<file path="config.mk">
export PLATFORM = sky130hd
export DESIGN_NAME = counter_seq
export DESIGN_NICKNAME = d
export VERILOG_FILES = /design/src/rtl/counter_pkg.sv /design/src/rtl/counter_seq.sv
export SDC_FILE = /design/constraint.sdc
export NUM_CORES = 1
export LEC_CHECK = 0
export CAP_MARGIN = 30
export CORE_AREA = 2 2 39 41
export CTS_CLUSTER_DIAMETER = 50
export DETAILED_ROUTE_END_ITERATION = 10
export DIE_AREA = 0 0 41 43
export GPL_ROUTABILITY_DRIVEN = 1
export PLACE_DENSITY = 0.66
export SYNTH_ARGS = -nofsm -noshare
export SYNTH_HDL_FRONTEND = slang
export SYNTH_SLANG_ARGS = --single-unit
</file>
<file path="constraint.sdc">
create_clock -name sdc_clk -period 2.37 [get_ports sdc_clk]
set_clock_uncertainty 0.2 [all_clocks]
set_input_delay 0.5925 -clock sdc_clk [delete_from_list [all_inputs] [get_ports sdc_clk]]
set_output_delay 0.5925 -clock sdc_clk [all_outputs]
set_load 0.03 [all_outputs]
</file>
<file path="src/rtl/counter_pkg.sv">
// Shared definitions for the counter family: default geometry and the
// terminal-count compare used by both the free-running counter and the
// start/stop sequencer built on top of it.
package counter_pkg;

  localparam int unsigned DEF_DW  = 8;
  localparam int unsigned DEF_MAX = 8'h3F;

  // Widest legal counter; compares are done at this width so one helper
  // serves every DW.
  localparam int unsigned CMP_W = 16;

  // True when a count value sits on the terminal count.
  function automatic logic is_terminal(input logic [CMP_W-1:0] value,
                                       input logic [CMP_W-1:0] max_v);
    return value == max_v;
  endfunction

endpackage

</file>
<file path="src/rtl/counter_seq.sv">
// counter    : free-running, enable-driven wrap counter with a decoded
//              terminal level.
// counter_seq: one-shot run sequencer. A start request clears the count and
//              arms a run; the run counts 0..MAX, then emits a single
//              registered strb pulse and returns to idle at zero.

module counter
  import counter_pkg::*;
#(
  parameter int unsigned DW  = DEF_DW,
  parameter int unsigned MAX = DEF_MAX
) (
  input  logic          sdc_clk,
  input  logic          reset,
  input  logic          enable,
  output logic [DW-1:0] cntr,
  output logic          strb
);

  // NOTE: the declaration initialiser gives the register its reset value at
  // power-up as well, so the first cycles before reset are already defined.
  logic [DW-1:0] cntr_q = '0;
  logic [DW-1:0] cntr_d;
  logic          at_max;

  assign at_max = is_terminal(CMP_W'(cntr_q), CMP_W'(MAX));

  // Next count: hold, increment, or wrap to zero on the terminal count.
  always_comb begin
    // NOTE: default first so every path assigns cntr_d and no latch is inferred.
    cntr_d = cntr_q;
    if (enable) begin
      cntr_d = at_max ? '0 : cntr_q + DW'(1);
    end
  end

  // Count register with synchronous reset.
  always_ff @(posedge sdc_clk) begin
    // NOTE: non-blocking so every register samples pre-edge values.
    if (reset) cntr_q <= '0;
    else       cntr_q <= cntr_d;
  end

  assign cntr = cntr_q;
  // Level, decoded from the registered count: high for the whole MAX cycle.
  assign strb = at_max;

endmodule

module counter_seq
  import counter_pkg::*;
#(
  parameter int unsigned DW  = DEF_DW,
  parameter int unsigned MAX = DEF_MAX
) (
  input  logic          sdc_clk,
  input  logic          reset,
  input  logic          enable,
  input  logic          start_strb,
  output logic [DW-1:0] cntr,
  output logic          strb
);

  logic running_q = 1'b0;
  logic running_d;
  logic strb_q    = 1'b0;
  logic strb_d;

  logic          cnt_reset;
  logic          cnt_enable;
  logic          cnt_at_max;
  logic [DW-1:0] cnt_value;
  logic          terminal;

  // A start simply clears the inner counter; it outranks the terminal wrap,
  // so a start on the terminal cycle restarts the run without a pulse.
  assign cnt_reset  = reset | start_strb;
  // The inner counter only advances inside a run, and freezes while enable
  // is low. Its own wrap at MAX brings the count back to zero at the end.
  assign cnt_enable = running_q & enable;

  counter #(
    .DW  (DW),
    .MAX (MAX)
  ) u_counter (
    .sdc_clk (sdc_clk),
    .reset   (cnt_reset),
    .enable  (cnt_enable),
    .cntr    (cnt_value),
    .strb    (cnt_at_max)
  );

  assign terminal = cnt_enable & ~start_strb & cnt_at_max;

  // Run flag and terminal pulse: start arms, terminal disarms and pulses.
  always_comb begin
    running_d = running_q;
    strb_d    = terminal;
    if (start_strb)    running_d = 1'b1;
    else if (terminal) running_d = 1'b0;
  end

  // Sequencer state; reset overrides start and enable.
  always_ff @(posedge sdc_clk) begin
    if (reset) begin
      running_q <= 1'b0;
      strb_q    <= 1'b0;
    end else begin
      running_q <= running_d;
      strb_q    <= strb_d;
    end
  end

  assign cntr = cnt_value;
  assign strb = strb_q;

endmodule

</file>
==> run_results.csv <==
group,metric,value,unit
status,status,"finished clean",
sta,hold_violations,0,
global_routing,first_global_vias,396,
routing,route.met3.wl,27,um
place,finalWeightedCongestion,0.696,
worst_setup_path,cp.required,1.58,ns
finish,layout_commonest_cell,"clkdlybuf4s50_1",
sta,fmax,0.452,GHz
worst_setup_path,setup.worst_path.end,"cntr[6]",
yosys,yosysWarnings,0,
routing,final_antenna_net_count,0,
sta,setup_viol,0,
sta,max-slew-margin-rel,79.3,%
clocking,clock-sinks,10,
place,place_ws,0.112,ns
power,power_density,542,nW/um2
worst_setup_path,cp_max_fo,6,
die,dieArea,1760,um2
worst_setup_path,start_kind,"register",
worst_setup_path,worstSetupPathType,"reg -> out",
routing,route.detailed.drc,0,
finish,synthToLayoutAreaGrowth,38.8,%
min_path,hold_class,"reg -> reg",
sta,worst_pin_slew,0.309,ns
worst_setup_path,critPathCaptureType,"output pin",
worst_setup_path,critPathTopFamily,"buffers and inverters",
yosys,ys_ff_latch,10,
routing,met2WireLength,404,um
global_routing,antenna_found_initial,0,
finish,drive_gt1_share,19.7,%
worst_setup_path,cpPeakStageDelay,0.71,ns
sta,setup_slack,0.158,ns
yosys,synthXorXnorAreaFrac,3.77,%
routing,top_layer,"met4",
yosys,synth-compound-area-share,17.8,%
die,die_h,43,um
sta,rsz0062_at_grt,"false",
yosys,synthesis.nets,55,
worst_setup_path,reg2regPathDepth,4,
die,core-area,1380,um2
power,leakage,0.222,nW
sta,finalCritPeriodShare,93.3,%
worst_setup_path,reg2reg_from,"u_counter.cntr[0]",
global_routing,grtUsageTotal,14.3,%
routing,finalWirelength,936,um
place,dp_hpwl,674,um
finish,fillers,137,
power,peakVddDrop,0.000263,V
die,row_count,14,
global_routing,gr-total-overflow,0,
yosys,synth_top_cell_by_area,"dfxtp_1",
clocking,cts_hold_buf,0,
finish,fin_nets,72,
finish,multi_input_area,245,um2
die,die_width,41,um
worst_setup_path,cp_num_cells,1,
routing,wl_met1,472,um
clocking,clock_latency,0.27,ns
yosys,synthCells,50,
worst_setup_path,rr_endpoint,"u_counter.cntr[5]",
worst_setup_path,crit_chain,"clkdlybuf4s50_1",
yosys,yosysUniqueCellTypes,28,
yosys,synth-simple-area-share,28.6,%
worst_setup_path,r2r_slack,0.74,ns
yosys,syn_area,464,um2
yosys,synth_fa_ha_area_share,2.70,%
yosys,avgSynthCellArea,9.28,um2
clocking,postCtsSetupBuffers,0,
worst_setup_path,worstPathArrival,1.42,ns
finish,mostFrequentLayoutCells,"clkdlybuf4s50_1 (12), dfxtp_1 (10)",
routing,vias,419,
flow_run,maxCapViolCount,0,
worst_setup_path,path_buf_inv,1,
global_routing,grt_pass1_wl,1680,um
die,start_util,33.5,%
routing,viasPerCell,5.11,
sta,min_period,2.21,ns
clocking,clockBufferDepth,2,
clocking,cts_resized,0,
clocking,root_buffer,"clkbuf_4",
place,port_buffers,12,
finish,antenna_cells,0,
yosys,synthMuxAreaShare,0,%
routing,firstDrtPassIters,2,
worst_setup_path,slowest_stage,"clkdlybuf4s50_1",
yosys,synth_top_area_share,43.1,%
clocking,cts_tree,"built",
clocking,clkTransAtPathRegs,0.07,ns
yosys,synth_top_family_by_area,"simple AND/OR/NAND/NOR gates",
clocking,h-tree-depth,1,
yosys,ys_seq_area_share,43.1,%
routing,wire_per_inst,11.4,um
die,io_pins,13,
worst_setup_path,cp-startpoint,"u_counter.cntr[6]",
sta,drv_slew,0,
clocking,cts_inserted_buffers,3,
yosys,synth.area.top_cells,"dfxtp_1 (43%), nand4_2 (5.4%), a21oi_1 (3.2%), o21a_1 (3.2%), ha_1 (2.7%)",
finish,regArea,200,um2
global_routing,grt_max_degree,8,
routing,drt_iter0_drc,1,
sta,finalSetupTns,0,ns
-- power breakdown --
| part | total, mW | leakage, nW | switching [mW] | internal [mW] |
|---|---|---|---|---|
| combinational | 0.0181 | 0.120 | 0.00869 | 0.00944 |
| sequential | 0.174 | 0.0809 | 0.00356 | 0.170 |
| clock | 0.158 | 0.0210 | 0.0643 | 0.0933 |
-- final cells by class --
class	instances	area share, %
Sequential cell	10	31.1
Tap cell	16	3.11
Inverter	4	2.33
Clock buffer	4	5.63
Multi-Input combinational cell	35	38.1
Timing Repair Buffer	13	19.8
-- layer usage --
| metal | track usage, % | vias to the layer above |
|---|---|---|
| met3 | 3.14 | 4 |
| met4 | 12.0 | 0 |
| met2 | 18.4 | 8 |
| met1 | 19.3 | 193 |
| met5 | 0 | - |
| li1 | - | 214 |
-- stage by stage --
stage	instances	area, um2	power [mW]	hold slack, ns	util (%)
5_1_grt	82	644	0.362	0.364	46.6
3_3_place_gp	78	608	0.195	0.306	43.9
6_report	82	644	0.349	0.313	46.6
4_1_cts	82	644	0.355	0.316	46.6
3_5_place_dp	78	608	0.196	0.306	43.9
2_1_floorplan	50	464	0.186	0.311	-
-- tightest hold or removal path: cells and delay by family, from the launching register on --
family | cells | cell delay [ns]
AND/OR/NAND/NOR | 1 | 0.07
AO/OA/AOI/OAI | 1 | 0.06
flip-flops | 1 | 0.34
-- synth_stat cells, drive strengths merged --
cell,n
dfxtp,10
inv,4
a21oi,3
nand2,3
nand3,3
nand4,2
nor2,2
nor3,2
nor4,2
o21a,2
o21ai,2
or3,2
a211oi,1
and2,1
clkbuf,1
ha,1
o221a,1
o22ai,1
o31a,1
o31ai,1
or2,1
or2b,1
or4,1
xnor2,1
xor2,1
-- cell families (layout without fill, tap and decap cells) --
kind of cell / count (synthesis) / count (layout)
xor gates and xnor gates: 2 / 2
and+or+nand+nor: 20 / 20
AOI/OAI and AO/OA: 12 / 12
DFF: 10 / 10
adders and majority gates: 1 / 1
buffers and inverters: 5 / 21
-- registers in the layout, summed over array words and instances (netlist names) --
name and flops:
strb 1, u_counter.cntr 8, running_q 1
-- how the worst min path moves through the flow --
stage	startpoint	endpoint	slack [ns]	cells after the start
floorplan	running_q	u_counter.cntr[1]	0.31	2
global placement	u_counter.cntr[1]	u_counter.cntr[1]	0.31	2
detailed placement	u_counter.cntr[1]	u_counter.cntr[1]	0.31	2
CTS	u_counter.cntr[1]	u_counter.cntr[1]	0.32	2
global route	u_counter.cntr[1]	u_counter.cntr[1]	0.36	2
finish	u_counter.cntr[1]	u_counter.cntr[1]	0.31	2
(Power assumes the default switching activity.)
